## src/rtl/usb_pkg.sv

```systemverilog
// Shared constants and types for the USB full-speed receive path.
// PIDs, receive FSM states and default framing parameters.
package usb_pkg;

  localparam logic [7:0] DEF_SYNC_BYTE      = 8'h80;
  localparam int         DEF_MAX_DATA_BYTES = 64;
  localparam logic [6:0] FIFO_FULL_LVL      = 7'd64;

  localparam logic [3:0] PID_OUT   = 4'b0001;
  localparam logic [3:0] PID_IN    = 4'b1001;
  localparam logic [3:0] PID_DATA0 = 4'b0011;
  localparam logic [3:0] PID_DATA1 = 4'b1011;
  localparam logic [3:0] PID_ACK   = 4'b0010;
  localparam logic [3:0] PID_NAK   = 4'b1010;
  localparam logic [3:0] PID_STALL = 4'b1110;

  typedef enum logic [2:0] {
    ST_IDLE,
    ST_SYNC,
    ST_PID,
    ST_TOKEN,
    ST_DATA,
    ST_HSHK,
    ST_ERR_WAIT
  } rx_state_t;

  // Upper nibble of a PID byte is the complement of the lower nibble.
  function automatic logic pid_check(input logic [7:0] b);
    return b[7:4] == ~b[3:0];
  endfunction

endpackage

```

## src/rtl/usb_rx_byte_pipe.sv

```systemverilog
// Two-deep byte holding register for the data payload path.
// push shifts din in, dout is the oldest byte when full, clr empties it.
module usb_rx_byte_pipe (
  input  logic       clk,
  input  logic       n_rst,
  input  logic       push,
  input  logic       clr,
  input  logic [7:0] din,
  output logic [7:0] dout,
  output logic       full
);

  logic [7:0] h0;
  logic [7:0] h1;
  logic [1:0] lvl;

  always_ff @(posedge clk or negedge n_rst) begin
    if (!n_rst) begin
      h0  <= '0;
      h1  <= '0;
      lvl <= '0;
    end else if (clr) begin
      lvl <= '0;
    end else if (push) begin
      h0 <= din;
      h1 <= h0;
      if (lvl != 2'd2) lvl <= lvl + 2'd1;
    end
  end

  assign dout = h1;
  assign full = (lvl == 2'd2);

endmodule

```

## src/rtl/usb_rx_controller.sv

```systemverilog
// USB full-speed receive packet sequencer: SYNC/PID check, token decode,
// payload framing into the RX FIFO with the CRC16 tail withheld.
module usb_rx_controller
  import usb_pkg::*;
#(
  parameter logic [7:0] SYNC_BYTE      = DEF_SYNC_BYTE,
  parameter int         MAX_DATA_BYTES = DEF_MAX_DATA_BYTES
) (
  input  logic       clk,
  input  logic       n_rst,
  input  logic       start_detect,
  input  logic       rx_byte_valid,
  input  logic [7:0] rx_byte,
  input  logic       eop_detected,
  input  logic       line_error,
  input  logic [6:0] buffer_occupancy,
  output logic [7:0] rx_packet_data,
  output logic       store_rx_packet_data,
  output logic       flush,
  output logic       rx_error,
  output logic       rx_transfer_active,
  output logic       rx_data_ready,
  output logic [3:0] rx_packet,
  output logic [6:0] rx_token_addr,
  output logic [3:0] rx_token_endp
);

  // Bytes counted in DATA include the two held CRC bytes.
  localparam logic [6:0] OVF_CNT = 7'(MAX_DATA_BYTES + 2);

  rx_state_t  state;
  rx_state_t  st_b;
  rx_state_t  nstate;
  logic [6:0] cnt;
  logic [6:0] cnt_b;
  logic [3:0] pid_r;
  logic [3:0] pid_n;
  logic [7:0] tok_lo;
  logic [2:0] tok_hi;
  logic [2:0] tok_hi_n;

  logic err;
  logic good;
  logic push;
  logic store;
  logic fl;
  logic clr;
  logic pid_ld;
  logic tok_ld;

  logic [7:0] pipe_dout;
  logic       pipe_full;

  logic pid_good;
  logic is_tok;
  logic is_dat;
  logic is_hsk;

  assign pid_good = pid_check(rx_byte);
  assign is_tok = (rx_byte[3:0] == PID_OUT)
               || (rx_byte[3:0] == PID_IN);
  assign is_dat = (rx_byte[3:0] == PID_DATA0)
               || (rx_byte[3:0] == PID_DATA1);
  assign is_hsk = (rx_byte[3:0] == PID_ACK)
               || (rx_byte[3:0] == PID_NAK)
               || (rx_byte[3:0] == PID_STALL);

  usb_rx_byte_pipe u_pipe (
    .clk   (clk),
    .n_rst (n_rst),
    .push  (push),
    .clr   (clr),
    .din   (rx_byte),
    .dout  (pipe_dout),
    .full  (pipe_full)
  );

  // Byte is applied first (st_b/cnt_b), then EOP is judged on the result.
  always_comb begin
    st_b   = state;
    cnt_b  = cnt;
    err    = 1'b0;
    good   = 1'b0;
    push   = 1'b0;
    store  = 1'b0;
    fl     = 1'b0;
    clr    = 1'b0;
    pid_ld = 1'b0;
    tok_ld = 1'b0;
    if (state == ST_IDLE) cnt_b = '0;
    if (rx_byte_valid) begin
      unique case (state)
        ST_SYNC: begin
          if (rx_byte == SYNC_BYTE) st_b = ST_PID;
          else err = 1'b1;
        end
        ST_PID: begin
          clr    = 1'b1;
          pid_ld = 1'b1;
          cnt_b  = '0;
          unique case (1'b1)
            pid_good && is_tok: st_b = ST_TOKEN;
            pid_good && is_dat: begin
              st_b = ST_DATA;
              fl   = (buffer_occupancy != '0);
            end
            pid_good && is_hsk: st_b = ST_HSHK;
            default: err = 1'b1;
          endcase
        end
        ST_TOKEN: begin
          if (cnt == 7'd2) begin
            err = 1'b1;
          end else begin
            cnt_b  = cnt + 7'd1;
            tok_ld = 1'b1;
          end
        end
        ST_DATA: begin
          push  = 1'b1;
          cnt_b = (cnt == 7'h7F) ? cnt : cnt + 7'd1;
          if (pipe_full) begin
            if (buffer_occupancy == FIFO_FULL_LVL) err = 1'b1;
            else store = 1'b1;
          end
        end
        ST_HSHK: err = 1'b1;
        default: ;
      endcase
    end
    if (state == ST_DATA && cnt > OVF_CNT) err = 1'b1;
    if (line_error && state != ST_IDLE) err = 1'b1;
    if (eop_detected && !err
        && state != ST_IDLE && state != ST_ERR_WAIT) begin
      good = (st_b == ST_TOKEN && cnt_b == 7'd2)
          || (st_b == ST_DATA && cnt_b >= 7'd2)
          || (st_b == ST_HSHK);
      err  = !good;
    end
    if (err) begin
      store = 1'b0;
      fl    = 1'b0;
      push  = 1'b0;
    end
    if (err) nstate = eop_detected ? ST_IDLE : ST_ERR_WAIT;
    else if (good) nstate = ST_IDLE;
    else if (state == ST_ERR_WAIT && eop_detected) nstate = ST_IDLE;
    else if (state == ST_IDLE && start_detect) nstate = ST_SYNC;
    else nstate = st_b;
  end

  assign pid_n    = pid_ld ? rx_byte[3:0] : pid_r;
  assign tok_hi_n = (tok_ld && cnt == 7'd1) ? rx_byte[2:0] : tok_hi;

  always_ff @(posedge clk or negedge n_rst) begin
    if (!n_rst) begin
      state                <= ST_IDLE;
      cnt                  <= '0;
      pid_r                <= '0;
      tok_lo               <= '0;
      tok_hi               <= '0;
      rx_packet_data       <= '0;
      store_rx_packet_data <= 1'b0;
      flush                <= 1'b0;
      rx_error             <= 1'b0;
      rx_transfer_active   <= 1'b0;
      rx_data_ready        <= 1'b0;
      rx_packet            <= '0;
      rx_token_addr        <= '0;
      rx_token_endp        <= '0;
    end else begin
      state                <= nstate;
      cnt                  <= cnt_b;
      pid_r                <= pid_n;
      tok_hi               <= tok_hi_n;
      store_rx_packet_data <= store;
      flush                <= fl;
      rx_transfer_active   <= (nstate != ST_IDLE);
      if (tok_ld && cnt == 7'd0) tok_lo <= rx_byte;
      if (store) rx_packet_data <= pipe_dout;
      if (state == ST_IDLE && start_detect) begin
        rx_error      <= 1'b0;
        rx_data_ready <= 1'b0;
      end
      if (err) rx_error <= 1'b1;
      if (good) begin
        rx_packet <= pid_n;
        if (st_b == ST_TOKEN) begin
          rx_token_addr <= tok_lo[6:0];
          rx_token_endp <= {tok_hi_n, tok_lo[7]};
        end
        if (st_b == ST_DATA) rx_data_ready <= 1'b1;
      end
    end
  end

endmodule
```

## config.mk

```make
export PLATFORM = sky130hd
export DESIGN_NAME = usb_rx_controller
export DESIGN_NICKNAME = d
export VERILOG_FILES = /design/src/rtl/usb_pkg.sv /design/src/rtl/usb_rx_byte_pipe.sv /design/src/rtl/usb_rx_controller.sv
export SDC_FILE = /design/constraint.sdc
export NUM_CORES = 1
export LEC_CHECK = 0
export ABC_AREA = 0
export BUFFER_PORTS_ARGS = -buffer_cell sky130_fd_sc_hd__buf_2
export CORE_AREA = 2 2 81 83
export DETAILED_ROUTE_END_ITERATION = 8
export DIE_AREA = 0 0 83 85
export PLACE_DENSITY = 0.92
export SYNTH_ARGS = -nofsm -noshare
export SYNTH_HDL_FRONTEND = slang
export SYNTH_HIERARCHICAL = 1
export SYNTH_SLANG_ARGS = --single-unit
```

## constraint.sdc

```tcl
create_clock -name clk -period 7.05 [get_ports clk]
set_clock_uncertainty 0.05 [all_clocks]
set_input_delay 1.0575 -clock clk [delete_from_list [all_inputs] [get_ports clk]]
set_output_delay 1.0575 -clock clk [all_outputs]
set_load 0.005 [all_outputs]
```

==> results of run 1 <==
-- metrics by stage --
stage	instances	hold WS [ns]
floorplan	289	0.394
global placement	402	0.415
detailed placement	402	0.423
CTS	417	0.440
global route	417	0.455
finish	417	0.433
-- per-layer routing --
metal | up-vias | GRT usage, % | part of all wire, % | wire, microns
met5 | - | 0 | 0 | 0
met3 | 20 | 6.61 | 6.0 | 458
met1 | 1217 | 30.5 | 43 | 3270
met4 | 0 | 10.1 | 2.5 | 188
li1 | 1145 | - | - | -
met2 | 105 | 35.0 | 49 | 3690
-- report_power, final --
group | total [uW] | switching (uW) | internal [uW]
Combinational | 369 | 170 | 199
Sequential | 608 | 85.9 | 523
Clock | 348 | 152 | 196
-- state kept, by name (all words and copies together) (netlist names), 4 cells and up --
| register | cells |
|---|---|
| rx_token_endp | 4 |
| rx_packet_data | 8 |
| rx_packet | 4 |
| cnt | 7 |
| pid_r | 4 |
| rx_token_addr | 7 |
| u_pipe/h0 | 8 |
| tok_lo | 8 |
| u_pipe/dout | 8 |
-- synth_stat cells, types with 2 or more instances --
library cell | n | area share [%]
a22o_1 | 2 | 0.49
and2b_1 | 3 | 0.63
buf_6 | 4 | 1.3
or4_4 | 2 | 0.63
xnor2_1 | 5 | 1.2
ha_1 | 5 | 1.7
buf_4 | 2 | 0.42
nor2b_1 | 5 | 0.87
nor2_1 | 19 | 2.0
and2_1 | 2 | 0.35
nand3_1 | 9 | 1.3
o21ai_0 | 6 | 0.84
nor4_1 | 2 | 0.35
nor3_1 | 5 | 0.70
mux2_4 | 18 | 7.5
o22a_1 | 2 | 0.49
a21oi_1 | 7 | 0.98
nand2_1 | 14 | 1.5
inv_1 | 9 | 0.94
o31ai_1 | 3 | 0.63
dfrtp_1 | 71 | 50
clkbuf_1 | 2 | 0.21
o21a_1 | 2 | 0.42
nand4_1 | 2 | 0.35
or2_2 | 2 | 0.35
o311a_1 | 2 | 0.56
and2b_2 | 2 | 0.49
and4_1 | 2 | 0.49
mux2_2 | 36 | 11
nor3b_1 | 2 | 0.42
clkbuf_8 | 5 | 1.9
a31oi_1 | 6 | 1.0
o32ai_1 | 2 | 0.49
-- worst paths after layout --
path                                           start                       endpoint  slack, ns  depth (start not counted)
worst max-delay path                   rx_byte_valid  rx_packet_data[0]$_DFFE_PN0P_       2.86                          9
worst min-delay path            rx_error$_DFFE_PN0P_           rx_error$_DFFE_PN0P_       0.43                          1
worst max register to register      cnt[0]$_DFF_PN0_  rx_packet_data[0]$_DFFE_PN0P_       3.12                         11
worst min register to register  rx_error$_DFFE_PN0P_           rx_error$_DFFE_PN0P_       0.43                          1
max in group asynchronous                      n_rst               cnt[4]$_DFF_PN0_       5.54                          2
min in group asynchronous                      n_rst             pid_r[2]$_DFF_PN0_       0.84                          2
-- kinds of logic after synthesis --
kind of cell / after synthesis / share of synthesized area, %
AND/OR/NAND/NOR: 83 / 13.2
flip-flops: 71 / 49.5
multiplexers: 54 / 18.8
AO/OA/AOI/OAI: 48 / 10.1
buffers and inverters: 23 / 5.30
XOR/XNOR: 5 / 1.22
adder cells (fa/ha/maj): 5 / 1.74
-- area by class of cell --
type	instances	area [sq um]	area share [%]
Sequential cell	71	1780	44.5
Clock inverter	6	86.3	2.16
Tap cell	77	96.3	2.41
Clock buffer	9	124	3.10
Timing Repair Buffer	50	255	6.39
Multi-Input combinational cell	195	1620	40.6
Inverter	9	33.8	0.846
==> out/results.tsv, run 1 <==
stage	metric	value	unit
run_status	status	complete, no violations	
setup_path	Critical Path Fanout Max	11	
setup_path	CP top delay family	simple AND/OR/NAND/NOR gates	
layout	fill cell count	470	
detailed_routing	final WL	7.61	mm
timing	period utilization	59.5	%
logic_synthesis	Yosys reg bits	71	
job	max cap viols	0	
placed_design	hpwl dp	5.33	mm
layout	most frequent cells in the layout	71 x dfrtp_1, 48 x buf_2, 36 x mux2_2	
placed_design	# port buffers	48	
layout	# diodes	0	
timing	setup tns final	0	ns
clock_network	clock root cell	clkbuf_8	
die	core area	6200	sq um
clock_network	CTS Buf Count	9	
logic_synthesis	Yosys cell types	62	
setup_path	Crit. End Element	register	
die	Die Width	83	microns
logic_synthesis	synthesized cell area	3590	sq um
logic_synthesis	ys async rst share	100	%
logic_synthesis	syn_nets	315	
setup_path	Crit path arrival time	4.39	ns
placed_design	DP Worst Slack	2.57	ns
detailed_routing	drt wl/cell	18.3	microns
detailed_routing	DRC Markers	0	
timing	final worst slack	2.86	ns
die	Core Rows	29	
setup_path	Worst Path Required	7.24	ns
timing	Final Critical Period	4.19	ns
hold_path	HP Class	register to register	
global_routing	largest net degree at the start of global routing	72	
layout	Layout area overhead	11.3	%
clock_network	clk sink count	71	
layout	final core occ	64.3	%
pwr	Leak	0.00197	uW
logic_synthesis	synthesized instance count	289	
global_routing	GRT Util Overall	22.9	%
die	Die Ht	85	microns
timing	worst slew pin tran	0.886	ns
logic_synthesis	Top FF cell, synth	dfrtp_1	
setup_path	Buf/Inv on CP	1	
clock_network	hold_buf cts	0	
setup_path	slowest CP cell	or4bb_2	
detailed_routing	Via density	5.96	
logic_synthesis	Post-synth EDFFs	0	
clock_network	Worst-path clk slew	0.07	ns
placed_design	gpl congestion	0.911	
die	Die Area	7060	sq um
timing	Slew HR	40.7	%
timing	Pins Over Slew Limit	0	
pwr	Max VDD drop	0.000263	V
setup_path	delay of the slowest critical-path stage	0.78	ns
layout	share of cells above drive strength 1	39.7	%
timing	# setup viols final	0	
setup_path	worst path cell trace	buf_2 > or4bb_2 > o21ai_0 > o32ai_1 > nor3_1 > a41oi_1 > o31ai_2 > or3_1 > mux2_4	
timing	final hold viol count	0	
global_routing	total grt overflow	0	
clock_network	H-tree levels	3	
clock_network	CTS Buffer Depth	2	
global_routing	first-pass GRT wire length	12.5	mm
detailed_routing	DR vias	2487	
detailed_routing	1st-iter DRT viols	243	
logic_synthesis	yosys warns	6	
die	Starting Density	57.8	%
logic_synthesis	Post-Syn Area per Cell	12.4	sq um
timing	RSZ-0062 raised after global routing	false	
setup_path	Crit Path Category	input port to register	
die	I/O pin count	49	
global_routing	initial antenna violation count	0	
clock_network	Worst-Skew Late Latency	0.36	ns
detailed_routing	DRT antenna net count	0	
global_routing	vias in the first global route	2497	
layout	commonest non-fill, non-tap cell in the layout	dfrtp_1	
placed_design	Placed Area	3780	sq um
clock_network	CTS tree	yes	
clock_network	Setup Buffers After CTS	0	
layout	Final #Nets	362	
logic_synthesis	post-synthesis sequential area ratio	49.5	%
layout	final instance area	3990	sq um
pwr	Design Power	1330	uW
setup_path	startpoint types	input port	
pwr	PD cells	332	nW/um^2
clock_network	Post-CTS Resized	0	
timing	fmax	0.239	GHz
detailed_routing	TritonRoute pass-1 iters	4	
Power figures use the tool's default switching activity.
==> run 2, diff against run 1 <==
--- a/config.mk
+++ b/config.mk
@@ -7,10 +7,10 @@
 export LEC_CHECK = 0
 export ABC_AREA = 0
 export BUFFER_PORTS_ARGS = -buffer_cell sky130_fd_sc_hd__buf_2
-export CORE_AREA = 2 2 81 83
+export CORE_AREA = 2 2 83 85
 export DETAILED_ROUTE_END_ITERATION = 8
-export DIE_AREA = 0 0 83 85
-export PLACE_DENSITY = 0.92
+export DIE_AREA = 0 0 85 87
+export PLACE_DENSITY = 0.88
 export SYNTH_ARGS = -nofsm -noshare
 export SYNTH_HDL_FRONTEND = slang
 export SYNTH_HIERARCHICAL = 1
==> constraint.sdc (replaced) <==
create_clock -name clk -period 4.1 [get_ports clk]
set_clock_uncertainty 0.05 [all_clocks]
set_input_delay 0.615 -clock clk [delete_from_list [all_inputs] [get_ports clk]]
set_output_delay 0.615 -clock clk [all_outputs]
set_load 0.005 [all_outputs]
==> run 2 against run 1 <==
  * Cell count up 1.9%
  * Sequential share of layout area fell by 0.70 points
  * Power is 75% higher
  * Hold slack got worse by 0.15 ns
  * Critical path depth is 1 lower
  * Sequential power rose by 69%
  * Global-route usage is 2.1 points lower
  * Sequential cell count is the same
  * Via count down 0.68%
  * Combinational power up 77%
  * Clock power rose by 83%
  * Critical path type is now register to register
  * Critical endpoint is now rx_packet_data[6]$_DFFE_PN0P_
  * Highest routed layer unchanged
==> out/results.tsv, run 2 (synthesis gave the netlist of run 1 again) <==
stage	metric	value	unit	change
clock_network	CTS tree	yes		
timing	RSZ-0062 raised after global routing	false		
layout	Layout area overhead	13.1	%	
die	Die Area	7400	sq um	+4.8%
layout	commonest non-fill, non-tap cell in the layout	dfrtp_1		
setup_path	Critical Path Fanout Max	14		+3
detailed_routing	DRT antenna net count	0		unchanged
timing	final worst slack	0.354	ns	-2.50 ns
setup_path	reg2reg start	state[1]$_DFF_PN0_		
pwr	Max VDD drop	0.000364	V	+39%
job	max cap viols	0		unchanged
detailed_routing	drt wl/cell	17.4	microns	-4.9%
timing	period utilization	91.4	%	
pwr	Leak	0.00200	uW	+1.6%
setup_path	Crit. End Element	register		
setup_path	Crit Path Category	register to register		
global_routing	GRT Util Overall	20.7	%	-2.1 points
setup_path	Worst Path Required	4.28	ns	-2.96 ns
layout	share of cells above drive strength 1	40.6	%	+0.87 points
detailed_routing	DRC Markers	0		unchanged
placed_design	# port buffers	48		unchanged
die	I/O pin count	49		unchanged
global_routing	largest net degree at the start of global routing	37		-49%
clock_network	clock root cell	clkbuf_8		
global_routing	total grt overflow	0		unchanged
placed_design	DP Worst Slack	0.136	ns	-2.43 ns
run_status	status	complete, no violations		
clock_network	Setup Buffers After CTS	0		unchanged
timing	# setup viols final	0		unchanged
timing	fmax	0.267	GHz	
placed_design	Cells after DPL	409		+1.7%
placed_design	gpl congestion	0.917		+0.61%
layout	final instance area	4060	sq um	+1.6%
clock_network	CTS Buffer Depth	2		unchanged
placed_design	hpwl dp	5.38	mm	+0.91%
clock_network	Worst-path clk slew	0.08	ns	about the same
global_routing	vias in the first global route	2460		-1.5%
timing	Slew HR	49.5	%	+8.8 points
timing	Pins Over Slew Limit	0		unchanged
detailed_routing	TritonRoute pass-1 iters	4		unchanged
timing	worst slew pin tran	0.758	ns	-0.128 ns
die	core area	6570	sq um	+5.9%
clock_network	hold_buf cts	0		unchanged
hold_path	HP Class	input port to asynchronous set/reset pin		
clock_network	clk sink count	71		unchanged
placed_design	Placed Area	3830	sq um	+1.2%
timing	Final Critical Period	3.75	ns	
detailed_routing	1st-iter DRT viols	292		+20%
detailed_routing	final WL	7.38	mm	-3.1%
timing	setup tns final	0	ns	unchanged
clock_network	Worst-Skew Late Latency	0.35	ns	about the same
global_routing	first-pass GRT wire length	11.9	mm	-4.8%
die	Starting Density	54.6	%	-3.2 points
layout	Layout Cells excl Fill	425		+1.9%
clock_network	CTS Buf Count	9		unchanged
setup_path	Crit path arrival time	3.93	ns	-0.46 ns
die	Core Rows	30		+3.4%
layout	most frequent cells in the layout	71 x dfrtp_1, 48 x buf_2, 36 x mux2_2		
pwr	PD cells	573	nW/um^2	+72%
global_routing	initial antenna violation count	0		unchanged
die	Die Ht	87	microns	+2.4%
setup_path	crit path launch	state[1]$_DFF_PN0_		
setup_path	startpoint types	register		
clock_network	H-tree levels	3		unchanged
detailed_routing	DR vias	2470		-0.68%
layout	# diodes	0		unchanged
detailed_routing	Via density	5.81		-2.6%
clock_network	Post-CTS Resized	0		unchanged
timing	final hold viol count	0		unchanged
pwr	Design Power	2320	uW	+75%
die	Die Width	85	microns	+2.4%
layout	Final #Nets	366		+1.1%
[run 2: changes by cell type in the layout (fill, tap and decap cells not counted), sizes merged]
cell,change
inv,+2
clkbuf,+1
buf,+4
clkinv,-2
[run 2: final cells by class]
| type | count | area [sq um] |
|---|---|---|
| inverter | 9 | 33.8 |
| timing repair buffer | 54 | 298 |
| sequential | 71 | 1780 |
| fill | 487 | 2510 |
| clock buffer | 10 | 138 |
| tap | 80 | 100 |
| multi-input combinational | 195 | 1620 |
| clock inverter | 6 | 90.1 |
[run 2: per-layer routing]
layer / share of wire, % / track usage, % / vias to the layer above
met4: 2.7 / 10.2 / 0
met1: 45 / 27.9 / 1196
met2: 47 / 32.7 / 103
met5: 0 / 0 / -
met3: 5.3 / 3.51 / 20
li1: - / - / 1151
[run 2: critical path, stage by stage (launching register included)]
cell and delay (ns):
dfrtp_1 0.53, or4bb_2 0.80, o21ai_0 0.23, o32ai_1 0.13, nor3_1 0.35, a41oi_1 0.25
o31ai_2 0.44, or3_1 0.50, mux2_4 0.35
[run 2: final timing paths]
| kind | end | slack [ns] | cells after the start |
|---|---|---|---|
| max | rx_packet_data[6]$_DFFE_PN0P_ | 0.35 | 8 |
| min | rx_packet_data[7]$_DFFE_PN0P_ | 0.28 | 1 |
| max reg2reg | rx_packet_data[6]$_DFFE_PN0P_ | 0.35 | 8 |
| min reg2reg | tok_hi[1]$_DFF_PN0_ | 0.45 | 1 |
| max in group asynchronous | tok_hi[2]$_DFF_PN0_ | 2.78 | 2 |
| min in group clk | state[2]$_DFF_PN0_ | 0.44 | 2 |
[run 2: power breakdown]
part | switching, uW | internal, uW | total (uW)
combinational | 299 | 353 | 652
clock | 273 | 362 | 636
sequential | 135 | 899 | 1030
total | 708 | 1610 | 2320
[run 2: per-stage QoR]
stage	hold slack, ns	utilization, %
5_1_grt	0.354	61.7
6_report	0.281	61.7
2_1_floorplan	0.269	-
3_5_place_dp	0.429	58.3
4_1_cts	0.303	61.7
3_3_place_gp	0.410	58.3
